<file path="config.mk">
export PLATFORM = sky130hd
export DESIGN_NAME = perf_counter_sequencer
export DESIGN_NICKNAME = d
export VERILOG_FILES = /design/src/rtl/perf_counter_sequencer.sv
export SDC_FILE = /design/constraint.sdc
export NUM_CORES = 1
export LEC_CHECK = 0
export ABC_CLOCK_PERIOD_IN_PS = 3400
export BUFFER_PORTS_ARGS = -buffer_cell sky130_fd_sc_hd__buf_2
export CORE_ASPECT_RATIO = 2
export CORE_MARGIN = 2
export CORE_UTILIZATION = 35
export CTS_BUF_LIST = sky130_fd_sc_hd__clkbuf_4 sky130_fd_sc_hd__clkbuf_8
export DETAILED_ROUTE_END_ITERATION = 10
export PLACE_DENSITY = 0.7
export SLEW_MARGIN = 20
export SYNTH_ARGS = -nofsm -noshare
export SYNTH_HDL_FRONTEND = slang
export SYNTH_SLANG_ARGS = --single-unit
</file>
<file path="constraint.sdc">
create_clock -name clk -period 3.4 [get_ports clk]
set_clock_uncertainty 0.2 [all_clocks]
set_input_delay 0.68 -clock clk [delete_from_list [all_inputs] [get_ports clk]]
set_output_delay 0.68 -clock clk [all_outputs]
set_load 0.01 [all_outputs]
</file>
<file path="src/rtl/perf_counter_sequencer.sv">
// Round-robin sequencer that turns per-requester section commands into single-beat
// Avalon-MM writes to the counter control slave and tracks which sections run.
module perf_counter_sequencer #(
  parameter int NUM_REQ = 4,
  parameter int SECT_W  = 3
) (
  input  logic                      clk,
  input  logic                      reset,
  input  logic [NUM_REQ-1:0]        req_valid,
  input  logic [2*NUM_REQ-1:0]      req_op,
  input  logic [SECT_W*NUM_REQ-1:0] req_section,
  output logic [NUM_REQ-1:0]        req_ready,
  output logic [4:0]                avm_address,
  output logic                      avm_write,
  output logic                      avm_begintransfer,
  output logic [31:0]               avm_writedata,
  input  logic                      avm_waitrequest,
  output logic [7:0]                active_mask,
  output logic                      err_sticky,
  output logic [2:0]                grant_id,
  output logic                      busy
);

  typedef enum logic {IDLE, WRITE} state_t;

  localparam logic [1:0] OP_BEGIN = 2'b00;
  localparam logic [1:0] OP_END   = 2'b01;
  localparam logic [1:0] OP_GRST  = 2'b10;
  localparam logic [1:0] OP_RSVD  = 2'b11;

  state_t            state_q, state_d;
  logic [2:0]        last_q, last_d;
  logic [2:0]        grant_id_q, grant_id_d;
  logic [1:0]        op_q, op_d;
  logic [SECT_W-1:0] section_q, section_d;
  logic [4:0]        addr_q, addr_d;
  logic [31:0]       data_q, data_d;
  logic              first_q, first_d;
  logic [7:0]        active_mask_q, active_mask_d;
  logic              err_q, err_d;

  logic               grant_valid;
  logic [2:0]         grant_idx;
  logic [NUM_REQ-1:0] grant_vec;
  logic [1:0]         sel_op;
  logic [SECT_W-1:0]  sel_section;
  logic [3:0]         cand;

  // Search starts one past the last winner, wrapping at NUM_REQ.
  always_comb begin : arbiter
    grant_valid = 1'b0;
    grant_idx   = '0;
    grant_vec   = '0;
    sel_op      = '0;
    sel_section = '0;
    cand        = '0;
    for (int k = 1; k <= NUM_REQ; k++) begin
      cand = {1'b0, last_q} + 4'(k);
      if (cand >= 4'(NUM_REQ)) cand = cand - 4'(NUM_REQ);
      for (int i = 0; i < NUM_REQ; i++) begin
        if (!grant_valid && cand == 4'(i) && req_valid[i]) begin
          grant_valid  = 1'b1;
          grant_idx    = 3'(i);
          grant_vec[i] = 1'b1;
          sel_op       = req_op[2*i +: 2];
          sel_section  = req_section[SECT_W*i +: SECT_W];
        end
      end
    end
  end

  always_comb begin : next_state
    state_d       = state_q;
    last_d        = last_q;
    grant_id_d    = grant_id_q;
    op_d          = op_q;
    section_d     = section_q;
    addr_d        = addr_q;
    data_d        = data_q;
    first_d       = first_q;
    active_mask_d = active_mask_q;
    err_d         = err_q;
    req_ready     = '0;
    case (state_q)
      IDLE: begin
        if (grant_valid) begin
          req_ready  = reset ? '0 : grant_vec;
          last_d     = grant_idx;
          grant_id_d = grant_idx;
          op_d       = sel_op;
          section_d  = sel_section;
          case (sel_op)
            OP_BEGIN: begin addr_d = 5'({sel_section, 2'b01}); data_d = 32'd0; end
            OP_END:   begin addr_d = 5'({sel_section, 2'b00}); data_d = 32'd0; end
            OP_GRST:  begin addr_d = 5'd0;                     data_d = 32'd1; end
            default:  ;
          endcase
          // Reserved opcode is consumed without touching the bus.
          if (sel_op == OP_RSVD) begin
            err_d = 1'b1;
          end else begin
            state_d = WRITE;
            first_d = 1'b1;
          end
        end
      end
      WRITE: begin
        first_d = 1'b0;
        if (!avm_waitrequest) begin
          state_d = IDLE;
          case (op_q)
            OP_BEGIN: begin
              if (active_mask_q[section_q]) err_d = 1'b1;
              active_mask_d[section_q] = 1'b1;
            end
            OP_END: begin
              if (!active_mask_q[section_q]) err_d = 1'b1;
              active_mask_d[section_q] = 1'b0;
            end
            OP_GRST: active_mask_d = '0;
            default: ;
          endcase
        end
      end
      default: state_d = IDLE;
    endcase
  end

  always_ff @(posedge clk) begin
    if (reset) begin
      state_q       <= IDLE;
      last_q        <= 3'(NUM_REQ - 1);
      grant_id_q    <= '0;
      op_q          <= '0;
      section_q     <= '0;
      addr_q        <= '0;
      data_q        <= '0;
      first_q       <= 1'b0;
      active_mask_q <= '0;
      err_q         <= 1'b0;
    end else begin
      state_q       <= state_d;
      last_q        <= last_d;
      grant_id_q    <= grant_id_d;
      op_q          <= op_d;
      section_q     <= section_d;
      addr_q        <= addr_d;
      data_q        <= data_d;
      first_q       <= first_d;
      active_mask_q <= active_mask_d;
      err_q         <= err_d;
    end
  end

  assign avm_write         = (state_q == WRITE);
  assign busy              = (state_q == WRITE);
  assign avm_begintransfer = (state_q == WRITE) && first_q;
  assign avm_address       = addr_q;
  assign avm_writedata     = data_q;
  assign active_mask       = active_mask_q;
  assign err_sticky        = err_q;
  assign grant_id          = grant_id_q;

endmodule

</file>
Yosys cells after proc, flatten, opt, wreduce, memory -nomap -nowiden --
Index checks and enable logic that the tools add are counted.
Cells by class: $add $sub $neg 8, $lt $le $gt $ge 6, equal/unequal tests 24, multiplexer cells 106, bitwise logic cells 5, reduce and logical (&&, ||, !) cells 64
Operators by type and width (count):
- $mux 3 | 30
- $pmux 32 s2 | 1
- $mux 1 | 44
- $logic_and 1x1->1 | 33
- $eq 4x2->1 const B | 8
- $mux 2 | 16
- $mux 4 | 7
- $pmux 8 s3 | 1
- $eq 4x1->1 const B | 4
- $ge 4x3->1 const B | 4
- $logic_not 4->1 | 4
- $sub 4x3->4 const B | 4
- $logic_not 1->1 | 15
- $pmux 5 s3 | 1
- $reduce_and 3->1 | 3
- $add 3x2->4 const B | 2
- $and 8x8->8 | 1
- $ne 2x2->1 const B | 4
- $not 8->8 | 1
- $or 8x8->8 | 1
- $pmux 1 s2 | 4
- $eq 2x2->1 const B | 3
- $ne 3x3->1 const B | 2
- $reduce_and 6->1 | 1
- 14 further kinds | 19
Word-level totals: bits in registers 59, input bits 27, output and inout port bits 56

Depth between registers and ports, before layout --
word-level depth 70, gate-level depth with buffers 14, gate-level depth less buffers 11

Worst setup path after synthesis --
Ideal clock, no wire load.
kind input-to-reg, from in req_valid[3], to reg addr_q[3], in the netlist avm_address[3], data arrival time 2.897 ns, data required time 3.135 ns, setup slack 0.238 ns, stages on the path 13, path through buf_2 > nor3b_2 > nand2_1 > o21ai_0 > a31oi_1 > a211o_1 > and2_1 > ha_1 > nand2b_1 > clkbuf_1 > nor4_1 > a22oi_1 > nor2_1
Between the ends: cells in the longest elaborated chain, start to end 53, elaborated cells between the ends (all ways) 82
RTL lines:
- start: declaration | line 9 | input logic [NUM_REQ-1:0] req_valid,
- $logic_and 1x1->1 | line 61 | if (!grant_valid && cand == 4'(i) && req_valid[i]) begin
- $mux 1 | line 61
- $logic_not 1->1 | line 61
- $logic_and 1x1->1 (2 in a row) | line 61
- $mux 1 | line 61
- $logic_not 1->1 | line 61
- $logic_and 1x1->1 (2 in a row) | line 61
- $mux 1 | line 61
- [... 35 more ...]
- $mux 1 | line 61
- $logic_not 1->1 | line 61
- $logic_and 1x1->1 (2 in a row) | line 61
- $mux 2 (*) | line 61
- via sel_op[0] | line 45 | logic [1:0] sel_op;
- $eq 2x2->1, or another cell as far along | line 92 | case (sel_op)
- $reduce_bool 3->1 (no line)
- $reduce_and 3->1 (no line)
- end signal: assignment | line 147 | addr_q <= addr_d;
- end: declaration | line 36 | logic [4:0] addr_q, addr_d;
Mark *: on every way through the listed nets, which the timed path passes. The rest lies on a longest branch. The select of a mux whose other input is x is not followed. A chain may end at the register's enable or synchronous reset.

Worst setup path after layout --
from in req_valid[3], to out req_ready[2]
Between the ends: cells in the longest elaborated chain, start to end 52, elaborated cells between the ends (all ways) 56
RTL lines:
- $logic_and 1x1->1 | line 61
- $mux 1 | line 61
- $logic_not 1->1 | line 61
- $logic_and 1x1->1 (2 in a row) | line 61
- $mux 1 | line 61
- $logic_not 1->1 | line 61
- $logic_and 1x1->1 (2 in a row) | line 61
- $mux 1 | line 61
- [... 32 more ...]
- $logic_not 1->1 | line 61
- $logic_and 1x1->1 (2 in a row) | line 61
- $mux 1 | line 61
- $logic_not 1->1 | line 61
- $logic_and 1x1->1 (2 in a row) | line 61
- $mux 1 | line 61
- $mux 4 (*) | line 86 | if (grant_valid) begin
- $mux 4 (*) | line 84 | case (state_q)
- end: declaration | line 12 | output logic [NUM_REQ-1:0] req_ready,
Every way passes the cells marked *; elsewhere a longest branch is shown, timed or not.

==> summary.md <==
| Metric | Value |
|---|---|
| GP Congestion | `1.028` |
| Slew HR | `64.64%` |
| Clk Latency, worst-skew pair | `0.28 ns` |
| Number of buffers created by CTS | `3` |
| Num Clock Sinks | `25` |
| Max-cap viol count | `0` |
| Final hold violation count | `0` |
| Worst hold path class | `flop to flop` |
| Async set-reset flop share out of synthesis | `0%` |
| Clk pin slew, worst setup/hold paths | `0.09 ns` |
| Setup slack after placement | `0.1306 ns` |
| Synth Warn # | `0` |
| Die Y | `122.2 um` |
| Resize count post-CTS | `0` |
| CTS Buffer Depth | `2` |
| Layout fillers | `725` |
| Post-Syn Area | `2446 um^2` |
| WP buf/inv | `3` |
| Drt via density | `5.483` |
| CP max stage delay | `0.30 ns` |
| Leak Pwr | `1.306 nW` |
| Iteration-0 DRC Markers | `167` |
| Die area | `7714 um^2` |
| PwrDens | `390.8 nW/um^2` |
| Post-Route Utilization | `41.55%` |
| Hold_ws | `0.2765 ns` |
| Worst Path Required | `2.52 ns` |
| Status | `finished clean` |
| Largest net degree at the start of global routing | `27` |
| Setup repair after global routing missed its margin | `no` |
| Critical Path Start Type | `input pin` |
| Final #Nets | `422` |
| FP Rows | `43` |
| Fin. max-slew vios | `0` |
| Crit-path cells | `buf_2 -> nor2_1 -> buf_4 -> a21o_1 -> nor2_1 -> o2111a_1 -> buf_2` |
| Fmax | `329.7 MHz` |
| DR pass1 iterations | `5` |
| Hold-fix buffers, CTS | `0` |
| ANT cells | `0` |
| I/O pin total | `83` |
| Initial antenna violation count | `0` |
| Final TNS setup | `0 ns` |
| Number of post-CTS setup repair buffers | `0` |
| Starting Density | `35.80%` |
| Via count | `2621` |
| Final HPWL DP | `5410 um` |
| CP max FO | `16` |
| Peak VDD IR | `257.7 uV` |
| Final wirelength | `7020 um` |
| Distinct cells, synth | `58` |
| Synthesized netlist cell count | `330` |
| Syn Area/Cell | `7.412 um^2` |
| DRT antenna net count | `0` |
| Drt wl/cell | `14.69 um` |
| H-tree depth | `1` |
| Post-synth EDFFs | `0` |
| Clk root buf | `clkbuf_8` |
| Worst EP arrival | `2.15 ns` |
| Worst slew pin tran | `0.5297 ns` |
| Yosys top cell area share | `20.46%` |
| Top cells by area, synth | `dfxtp_1, buf_4, a21oi_1, nor2_1, nor2b_1` |
| Clock period minus worst slack | `3.033 ns` |
| Crit. End Element | `output port` |
| Critical path type | `input pin to output port` |
| Global-route wire length before repair | `11610 um` |
| Seq cells post-synth | `25` |
| CTS tree | `done` |
| Main synth FF type | `dfxtp_1` |
| Largest area contributor in the netlist | `dfxtp_1` |
| GR Overflow Total | `0` |
| DIE WIDTH | `63.12 um` |
| Total core area | `6833 um^2` |
| DRC Markers | `0` |
| Area grow syn2layout | `16.06%` |
| Vias in the first global route | `2403` |
| CP top delay family | `buffers and inverters` |
| Setup-failing EPs final | `0` |
| Part of the cycle the worst path needs | `89.22%` |
| Slowest cell on the critical path | `nor2_1` |
| GRT Total Usage | `18.33%` |
| Worst setup margin | `0.3666 ns` |
| Share of cells above drive strength 1 | `24.23%` |
| I/O Buffers | `49` |
| Sequential share of the synthesized area | `20.46%` |
-- path summary, 6_finish.rpt --
| kind | start | to | slack, ns | cells after the start |
|---|---|---|---|---|
| worst max-delay path | req_valid[3] | req_ready[2] | 0.37 | 7 |
| worst min-delay path | first_q | first_q | 0.28 | 2 |
| worst min register to register | first_q | first_q | 0.28 | 2 |
| worst max register to register | last_q[1] | avm_address[0] | 0.38 | 12 |
-- kinds of logic (layout without fill, tap and decap cells) --
family | after synthesis | in the layout | share of synthesized area [%]
flip-flops | 25 | 25 | 20.46
buffers and inverters | 64 | 90 | 15.96
multiplexers | 11 | 11 | 5.627
other | 1 | 33 | 0.1533
adder cells (fa/ha/maj) | 6 | 6 | 3.069
AND/OR/NAND/NOR | 130 | 130 | 28.95
AO/OA/AOI/OAI | 93 | 93 | 25.78
-- cells in the mapped netlist (3+ instances only) --
cell      number
and2_1         6
o211ai_1       4
dfxtp_1       25
o22ai_1        8
buf_2         12
nand2b_1       8
buf_4         34
nor3b_1        4
nand3_1       12
nand2_1       22
mux2i_1        7
a211o_1        4
o21ai_0       13
nor2b_1       14
or2_2          3
clkbuf_1       9
inv_1          6
ha_1           6
nor3_1        11
nor4_1         3
a211oi_1       5
a22oi_1        4
a32o_1         4
nor2_1        26
a21oi_1       24
nand4_1        4
and3_1         4
a31oi_1        7
-- layer usage --
layer / global-route usage [%] / share of wire (%) / wire (um)
met5: 0 / 0 / 0
met4: 6.944 / 2.6 / 180
met3: 2.383 / 8.0 / 559
met2: 28.66 / 45 / 3157
met1: 25.54 / 45 / 3124
-- registers in the layout, summed over array words and instances, names as in the netlist, 2 cells and up --
signal / count
grant_id: 2
section_q: 3
active_mask: 8
last_q: 2
avm_address: 4
op_q: 2
-- layout by cell type (no fill, tap or decap), types with 2 or more instances in the layout --
cell type  count
a2111oi_0      2
mux4_2         2
clkbuf_8       3
nor3b_2        2
o21ai_0       13
and3_1         4
conb_1        33
a21oi_1       24
inv_1          6
a31oi_1        7
nor2_1        26
a211o_1        4
nand2b_1       8
buf_2         49
a211oi_1       5
o221ai_1       2
and2_1         6
mux2i_1        7
a21o_1         2
nand2_1       22
a22oi_1        4
nor2b_1       14
o211a_1        2
nor3b_1        4
a311oi_1       2
o211ai_1       4
ha_1           6
buf_4         31
nor4_1         3
dfxtp_1       25
nand3_1       12
nand4_1        4
and3b_1        2
o22ai_1        8
nor3_1        11
a32o_1         4
a32oi_1        2
mux2_2         2
or2_2          3
-- where the power goes --
part	internal, W	switching, W
clock network	0.0000862	0.000105
logic	0.000230	0.000292
registers	0.000338	0.0000592
-- per-stage QoR --
stage	cells	area [um^2]	power (W)
CTS	478	2839	0.001108
finish	478	2839	0.001110
global route	478	2839	0.001184
global placement	474	2789	0.0009147
floorplan	362	2566	0.0007697
detailed placement	474	2789	0.0009161
-- cell type report --
cell class	count	area [um^2]	share of cell area, %
repair buffers	80	478.0	16.84
clock inverters	1	8.758	0.3085
well taps	90	112.6	3.967
flip-flops and latches	25	500.5	17.63
clock buffers	3	41.29	1.454
multi-input cells	273	1675	59.01
inverters	6	22.52	0.7933
-- worst min-delay path, stage by stage (launching register included) --
cell and delay (ns):
dfxtp_1 0.32, nand2b_1 0.06, a21oi_1 0.06
Power figures use the tool's default switching activity.
